`src/rtl/mc_pkg.sv`:
```
// Shared encodings for the multicycle control FSM.
// MC_JUMP_EN adds the JUMP state and the j opcode (0x02).
package mc_pkg;

    typedef enum logic [3:0] {
        S_FETCH     = 4'd0,
        S_DECODE    = 4'd1,
        S_MEM_ADDR  = 4'd2,
        S_MEM_READ  = 4'd3,
        S_MEM_WB    = 4'd4,
        S_MEM_WRITE = 4'd5,
        S_R_EXEC    = 4'd6,
        S_R_WB      = 4'd7,
        S_I_EXEC    = 4'd8,
        S_I_WB      = 4'd9,
`ifdef MC_JUMP_EN
        S_BRANCH    = 4'd10,
        S_JUMP      = 4'd11
`else
        S_BRANCH    = 4'd10
`endif
    } state_t;

    typedef enum logic [2:0] {
        ALU_ADD   = 3'b000,
        ALU_SUB   = 3'b001,
        ALU_OR    = 3'b010,
        ALU_RTYPE = 3'b111
    } alu_op_t;

    localparam logic [5:0] OP_RTYPE = 6'h00;
    localparam logic [5:0] OP_J     = 6'h02;
    localparam logic [5:0] OP_BEQ   = 6'h04;
    localparam logic [5:0] OP_BNE   = 6'h05;
    localparam logic [5:0] OP_ADDI  = 6'h08;
    localparam logic [5:0] OP_ORI   = 6'h0D;
    localparam logic [5:0] OP_LW    = 6'h23;
    localparam logic [5:0] OP_SW    = 6'h2B;

    localparam logic [1:0] SRCB_REG  = 2'b00;
    localparam logic [1:0] SRCB_FOUR = 2'b01;
    localparam logic [1:0] SRCB_IMM  = 2'b10;
    localparam logic [1:0] SRCB_BR   = 2'b11;

    localparam logic [1:0] PC_ALU    = 2'b00;
    localparam logic [1:0] PC_BRANCH = 2'b01;
    localparam logic [1:0] PC_JUMP   = 2'b10;

    function automatic logic is_wait(input state_t s);
        return (s == S_FETCH) || (s == S_MEM_READ) || (s == S_MEM_WRITE);
    endfunction

    function automatic logic op_legal(input logic [5:0] op);
        logic ok;
        ok = (op == OP_RTYPE) || (op == OP_ADDI) || (op == OP_ORI) ||
             (op == OP_LW) || (op == OP_SW) ||
             (op == OP_BEQ) || (op == OP_BNE);
`ifdef MC_JUMP_EN
        ok = ok || (op == OP_J);
`endif
        return ok;
    endfunction

    function automatic state_t op_target(input logic [5:0] op);
        state_t s;
        s = S_FETCH;
        if (op == OP_RTYPE)
            s = S_R_EXEC;
        else if (op == OP_ADDI || op == OP_ORI)
            s = S_I_EXEC;
        else if (op == OP_LW || op == OP_SW)
            s = S_MEM_ADDR;
        else if (op == OP_BEQ || op == OP_BNE)
            s = S_BRANCH;
`ifdef MC_JUMP_EN
        else if (op == OP_J)
            s = S_JUMP;
`endif
        return s;
    endfunction

endpackage

```
`src/rtl/mc_wait_timer.sv`:
```
// Counts cycles spent waiting for memory; expires after LIMIT cycles.
module mc_wait_timer #(
    parameter int unsigned LIMIT = 15
) (
    input  logic clk,
    input  logic reset,
    input  logic run,
    input  logic done,
    output logic expired
);

    logic [7:0] count;

    assign expired = run && (count == 8'(LIMIT - 1));

    // Every exit from a wait state is done or expired, so this clears on each state change.
    always_ff @(posedge clk or posedge reset) begin
        if (reset)
            count <= '0;
        else if (!run || done || expired)
            count <= '0;
        else
            count <= count + 8'd1;
    end

endmodule

```
`src/rtl/multicycle_control.sv`:
```
// Multicycle MIPS-style control FSM with memory wait timeout.
// Define MC_JUMP_EN to enable the JUMP state for opcode 0x02.
module multicycle_control
    import mc_pkg::*;
#(
    parameter int unsigned TIMEOUT_CYCLES = 15
) (
    input  logic        clk,
    input  logic        reset,
    input  logic [5:0]  opcode,
    input  logic        mem_ready,
    output logic        pc_write,
    output logic        pc_write_cond_eq,
    output logic        pc_write_cond_ne,
    output logic        ior_d,
    output logic        mem_read,
    output logic        mem_write,
    output logic        ir_write,
    output logic        mem_to_reg,
    output logic        reg_dst,
    output logic        reg_write,
    output logic        alu_src_a,
    output logic [1:0]  alu_src_b,
    output logic [1:0]  pc_source,
    output logic [2:0]  alu_op,
    output logic [3:0]  state,
    output logic        bus_error,
    output logic        illegal_op,
    output logic [31:0] instr_count
);

    state_t     state_q;
    logic [5:0] op_q;
    logic       timeout;

    mc_wait_timer #(.LIMIT(TIMEOUT_CYCLES)) u_timer (
        .clk     (clk),
        .reset   (reset),
        .run     (is_wait(state_q)),
        .done    (mem_ready),
        .expired (timeout)
    );

    assign state = state_q;

    always_ff @(posedge clk or posedge reset) begin
        if (reset) begin
            state_q     <= S_FETCH;
            op_q        <= '0;
            instr_count <= '0;
            bus_error   <= 1'b0;
            illegal_op  <= 1'b0;
        end else begin
            bus_error  <= 1'b0;
            illegal_op <= 1'b0;
            unique case (state_q)
                S_FETCH: begin
                    if (mem_ready)
                        state_q <= S_DECODE;
                    else if (timeout) begin
                        bus_error <= 1'b1;
                        state_q   <= S_FETCH;
                    end
                end
                S_DECODE: begin
                    op_q <= opcode;
                    if (op_legal(opcode))
                        state_q <= op_target(opcode);
                    else begin
                        illegal_op <= 1'b1;
                        state_q    <= S_FETCH;
                    end
                end
                S_MEM_ADDR:
                    state_q <= (op_q == OP_SW) ? S_MEM_WRITE : S_MEM_READ;
                S_MEM_READ: begin
                    if (mem_ready)
                        state_q <= S_MEM_WB;
                    else if (timeout) begin
                        bus_error <= 1'b1;
                        state_q   <= S_FETCH;
                    end
                end
                S_MEM_WRITE: begin
                    if (mem_ready) begin
                        instr_count <= instr_count + 32'd1;
                        state_q     <= S_FETCH;
                    end else if (timeout) begin
                        bus_error <= 1'b1;
                        state_q   <= S_FETCH;
                    end
                end
                S_R_EXEC: state_q <= S_R_WB;
                S_I_EXEC: state_q <= S_I_WB;
`ifdef MC_JUMP_EN
                S_R_WB, S_I_WB, S_MEM_WB, S_BRANCH, S_JUMP: begin
`else
                S_R_WB, S_I_WB, S_MEM_WB, S_BRANCH: begin
`endif
                    instr_count <= instr_count + 32'd1;
                    state_q     <= S_FETCH;
                end
                default: state_q <= S_FETCH;
            endcase
        end
    end

    always_comb begin
        pc_write         = 1'b0;
        pc_write_cond_eq = 1'b0;
        pc_write_cond_ne = 1'b0;
        ior_d            = 1'b0;
        mem_read         = 1'b0;
        mem_write        = 1'b0;
        ir_write         = 1'b0;
        mem_to_reg       = 1'b0;
        reg_dst          = 1'b0;
        reg_write        = 1'b0;
        alu_src_a        = 1'b0;
        alu_src_b        = SRCB_REG;
        pc_source        = PC_ALU;
        alu_op           = ALU_ADD;
        unique case (state_q)
            S_FETCH: begin
                mem_read  = 1'b1;
                alu_src_b = SRCB_FOUR;
                // Only strobes allowed to follow mem_ready; masked while in reset.
                ir_write  = mem_ready && !reset;
                pc_write  = mem_ready && !reset;
            end
            S_DECODE:
                alu_src_b = SRCB_BR;
            S_MEM_ADDR: begin
                alu_src_a = 1'b1;
                alu_src_b = SRCB_IMM;
            end
            S_MEM_READ: begin
                mem_read = 1'b1;
                ior_d    = 1'b1;
            end
            S_MEM_WB: begin
                reg_write  = 1'b1;
                mem_to_reg = 1'b1;
            end
            S_MEM_WRITE: begin
                mem_write = 1'b1;
                ior_d     = 1'b1;
            end
            S_R_EXEC: begin
                alu_src_a = 1'b1;
                alu_op    = ALU_RTYPE;
            end
            S_R_WB: begin
                reg_write = 1'b1;
                reg_dst   = 1'b1;
            end
            S_I_EXEC: begin
                alu_src_a = 1'b1;
                alu_src_b = SRCB_IMM;
                alu_op    = (op_q == OP_ORI) ? ALU_OR : ALU_ADD;
            end
            S_I_WB:
                reg_write = 1'b1;
            S_BRANCH: begin
                alu_src_a        = 1'b1;
                alu_op           = ALU_SUB;
                pc_source        = PC_BRANCH;
                pc_write_cond_eq = (op_q == OP_BEQ);
                pc_write_cond_ne = (op_q == OP_BNE);
            end
`ifdef MC_JUMP_EN
            S_JUMP: begin
                pc_write  = 1'b1;
                pc_source = PC_JUMP;
            end
`endif
            default: ;
        endcase
    end

endmodule

```
`config.mk`:
```
export PLATFORM = sky130hd
export DESIGN_NAME = multicycle_control
export DESIGN_NICKNAME = d
export VERILOG_FILES = /design/src/rtl/mc_pkg.sv /design/src/rtl/mc_wait_timer.sv /design/src/rtl/multicycle_control.sv
export SDC_FILE = /design/constraint.sdc
export NUM_CORES = 1
export LEC_CHECK = 0
export CORE_MARGIN = 4
export CORE_UTILIZATION = 46
export DETAILED_ROUTE_END_ITERATION = 8
export DONT_BUFFER_PORTS = 1
export HOLD_SLACK_MARGIN = 0.02
export PLACE_DENSITY = 0.64
export SYNTH_ARGS = -nofsm -noshare
export SYNTH_HDL_FRONTEND = slang
export SYNTH_SLANG_ARGS = --single-unit
```
`constraint.sdc`:
```
create_clock -name clk -period 1.95 [get_ports clk]
set_input_delay 0.0975 -clock clk [delete_from_list [all_inputs] [get_ports clk]]
set_output_delay 0.0975 -clock clk [all_outputs]
set_load 0.05 [all_outputs]
```
== Yosys cells after proc, flatten, opt, wreduce, memory -nomap -nowiden ==
Cells that the tools add are included.
Storage, ports and cells
  bits in writable memories: 0
  flip-flop bits (word level): 52
  bits in read-only memories: 0
  word-level logic and storage cells: 91
  latch bits: 0
  memories: 0
  bits of input ports: 9
  output and inout bits: 56
Operators by class
  reductions and logical operators: 28
  $mul: 0
  add/subtract/negate cells: 2
  equality and inequality tests: 22
  div/mod/pow operators: 0
  bitwise gates (word level): 0
  $lt $le $gt $ge: 0
  shifts and indexed selects: 0
  multiplexer cells: 33
Operator list (count)
  $pmux 32 s2: 1
  $mux 4: 9
  $add 32x1->32 const B: 1
  $mux 32: 1
  $pmux 4 s7: 1
  $eq 6x3->1 const B: 4
  $eq 6x4->1 const B: 3
  $eq 6x6->1 const B: 3
  $eq 4x3->1 const B: 4
  $mux 1: 16
  $logic_or 1x1->1: 13
  $eq 4x4->1 const B: 3
  $pmux 3 s3: 1
  $add 8x1->8 const B: 1
  $eq 4x2->1 const B: 2
  $eq 8x4->1 const B: 1
  $mux 8: 1
  $reduce_or 4->1: 2
  $logic_not 6->1: 1
  $pmux 2 s3: 1
  $reduce_or 2->1: 3
  $reduce_or 3->1: 2
  $eq 4x1->1 const B: 1
  $logic_not 4->1: 1
  other kinds (7): 9

== Logic depth before layout (Yosys ltp) ==
  depth after elaboration: 9
  depth in mapped cells: 8
  depth with buffers taken out: 6

== Cells and area by module ==
Synthesis repeated with hierarchy kept, for this count alone.
Second synthesis, totals
  cells, all modules: 286
  area total of the unflattened synthesis: 2835.2 um^2
By module, submodules not included
  multicycle_control: times used 1, cells an instance 241, sequential area each 1101.1 um^2, area each 2406.1 um^2
  mc_wait_timer: times used 1, cells an instance 45, sequential area each 200.2 um^2, area each 429.2 um^2

== Worst setup path after synthesis ==
No wires, ideal clock.
  path kind: register to output
  from: register state_q[1], in the netlist state[1]
  to: output pc_write_cond_ne
  arrival time: 3.101 ns
  cell stages (with the launch flop): 6
  setup slack: -1.248 ns
  buffers on the path: 1
  required time: 1.852 ns
  path through: dfrtp_1 clkbuf_1 inv_1 nor2_1 nand2_1 nor4b_1
Between the ends
  word-level cells in the longest chain between the ends: 2
Ends and longest elaborated chain
  start: declaration: line multicycle_control.sv:32  | state_t state_q;
  start signal: assignment: line multicycle_control.sv:68  | state_q <= op_target(opcode);
  start signal: assignment: line multicycle_control.sv:75  | state_q <= (op_q == OP_SW) ? S_MEM_WRITE : S_MEM_READ;
  $eq 4x4->1: line multicycle_control.sv:123  | unique case (state_q)
  $mux 1: line multicycle_control.sv:123
  end: declaration: line multicycle_control.sv:14  | output logic pc_write_cond_ne,
Every way passes these cells.

== Final worst setup path ==
  from: register op_q[4]
  to: output pc_write_cond_ne
Between the ends
  word-level cells in the longest chain between the ends: 2
Ends and longest elaborated chain
  start: declaration: line multicycle_control.sv:33  | logic [5:0] op_q;
  start signal: assignment: line multicycle_control.sv:66  | op_q <= opcode;
  $eq 6x3->1: line multicycle_control.sv:169  | pc_write_cond_ne = (op_q == OP_BNE);
  $mux 1: line multicycle_control.sv:123
Every way passes these cells.

==> results.tsv <==
metric	value	unit
final wirelength	6440	um
Pwr Density	1110	nW/um^2
top_reg_cell synth	dfrtp_1	
drt first pass iters	6	
area share of the largest cell type after synthesis	45.1	%
DRC	0	
I/O pin count	65	
cell area after layout	3740	sq um
sw frac	45.2	%
Setup Skew	0.00728	ns
outcome	complete, but fails checks	
Synth Instances	284	
asr flop ratio synth	100	%
worst setup path category	register to output port	
final slew viol count	0	
Vias per Instance	5.33	
CP Data Arrival Time	1.87	ns
Max VDD drop	0.000889	V
maximum clock insertion buffer count	2	
Total Routing Usage GR	18.4	%
RD Place Congestion	0.861	
number of synthesized register bits	52	
root buf cell	clkbuf_8	
Ys Warns	0	
Slew headroom	55.4	%
largest area contributor in the netlist	dfrtp_1	
Die Footprint	7600	sq um
failing checks	negative setup slack	
Logic pwr share	49.2	%
Fin. Hold Viols	0	
crit start category	register	
initial drt markers	94	
Cell Area, Synth	2880	sq um
WP data required	1.85	ns
Least-Margin Pin Slew	0.669	ns
worst min path class	primary input to register	
vias in the first global route	2311	
NumNets Final	360	
Initial Utilization	48.1	%
n_diodes	0	
Avg WL per Cell	15.2	um
share of layout cells above drive strength 1	37.0	%
first-pass GRT wire length	11200	um
Pwr Total	4.16	mW
Syn Area/Cell	10.2	sq um
post-synthesis cell type count	55	
CTS clk-pin slew, worst paths	0.09	ns
Layout area overhead	29.6	%
Die X	87.2	um
sequential share of power	35.4	%
unrepaired setup endpoints after global routing	true	
internal power	2.28	mW
Port Buffers	0	
Core ar.	5990	sq um
PnR worst setup slack	-0.0194	ns
antenna-violating nets left	0	
Clock power frac	15.4	%
final core utilization	62.4	%
Max Fclk	508	MHz
clock sink total	52	
CP Max Fanout	3	
max-cap violations	0	
P_sw	1.88	mW
commonest non-fill, non-tap cell in the layout	buf_4	
H-tree Lvls	2	
Num CTS Buffers	5	
most frequent cells in the layout	buf_4, dfrtp_1, nor2_1	
Post-synth EDFFs	0	
via count	2258	
leakage	1.73	nW
Mapped Nets	296	
GRT Residual Overflow	0	
Critical Path Sink Type	output port	
pre-CTS setup slack	0.128	ns
# rows	28	
placed inst area	3490	sq um
dpl hpwl	4730	um
Final setup violation count	1	
ranking of synthesized cells by area	dfrtp_1, xnor2_1, xor2_1	
sequential area share after synthesis	45.1	%
TritonCTS clock tree	built	
fin crit period	1.97	ns
Vert. Die Dim	87.2	um
initial antenna violation count	0	
period utilization	101	%
Clk Latency, worst-skew pair	0.30	ns
pin count of the biggest net entering global routing	53	
## power groups by stage
stage | sequential, mW | combinational [mW] | clock (mW)
after floorplan | 1.76 | 1.17 | 0
after global placement | 1.48 | 1.92 | 0
after detailed placement | 1.49 | 1.94 | 0
after CTS | 1.47 | 2.01 | 0.674
after global routing | 1.51 | 2.21 | 0.709
final | 1.47 | 2.05 | 0.640
## through the flow
step	std cells	hold WS [ns]	TNS, ns
2_1_floorplan	284	0.155	-0.302
3_3_place_gp	406	0.245	0
3_5_place_dp	406	0.253	0
4_1_cts	423	0.0519	-0.112
5_1_grt	424	0.0661	-0.136
6_report	424	0.0635	-0.0194
## cell families after synthesis
family / after synthesis / share of synthesized area [%]
and+or+nand+nor: 141 / 29.6
AOI/OAI and AO/OA: 20 / 4.38
adders and majority gates: 3 / 1.30
other: 1 / 0.130
buffers and inverters: 20 / 4.03
muxes: 7 / 2.73
xor gates and xnor gates: 40 / 12.7
DFF: 52 / 45.1
## worst paths after layout
kind | cells past startpoint | start | to | slack (ns)
worst max-delay path | 4 | op_q[4]$_DFFE_PP0P_ | pc_write_cond_ne | -0.02
worst min-delay path | 3 | opcode[5] | illegal_op$_DFF_PP0_ | 0.06
worst max register to register | 5 | state[3]$_DFF_PP0_ | instr_count[4]$_DFFE_PP0P_ | 0.14
worst min register to register | 1 | instr_count[27]$_DFFE_PP0P_ | instr_count[27]$_DFFE_PP0P_ | 0.51
max in group asynchronous | 3 | reset | state[2]$_DFF_PP0_ | 0.96
min in group asynchronous | 3 | reset | instr_count[4]$_DFFE_PP0P_ | 0.49
## timing repair
action | 4_1_cts | 5_1_grt
hold buffers | 8 | 0
setup buffers | 1 | 1
pin swaps | 3 | 2
resized for setup | 7 | 8
endpoints found under the setup margin | 5 | 7
hold endpoints to repair | 60 | 0
## synthesized netlist by cell type, types with 3 or more instances
library cell and count:
a21oi_1 6, a31oi_1 3, and3_1 6, buf_1 3, clkbuf_1 3, dfrtp_1 52
ha_1 3, inv_1 7, mux2_2 7, nand2_1 21, nand2b_1 3, nand3_1 13
nand3_2 6, nand4_1 11, nor2_1 30, nor3_1 16, nor3b_1 3, o21ai_0 5
xnor2_1 20, xor2_1 18
## cell type report
class | instances | area (sq um)
sequential | 52 | 1310
clock inverter | 1 | 7.51
tap | 75 | 93.8
multi-input combinational | 212 | 1580
fill | 514 | 2250
clock buffer | 7 | 86.3
inverter | 7 | 30.0
timing repair buffer | 70 | 632
## state kept, by name (all words and copies together), names as in the netlist
signal / cells
instr_count: 32
u_timer.count: 8
state: 4
op_q: 6
illegal_op: 1
bus_error: 1
## worst max-delay path, stage by stage (launching register included)
cell and delay, ns:
dfrtp_1 0.41, or4b_4 0.56, buf_6 0.15, nor4b_4 0.27
buf_12 0.18
## layer usage
| layer | vias to the layer above | routed length, um | track usage, % |
|---|---|---|---|
| met1 | 1072 | 2950 | 24.7 |
| met2 | 59 | 2990 | 28.8 |
| met5 | - | 0 | 0 |
| met4 | 0 | 80 | 5.72 |
| met3 | 6 | 407 | 5.20 |
| li1 | 1121 | - | - |
(Power assumes the default switching activity.)
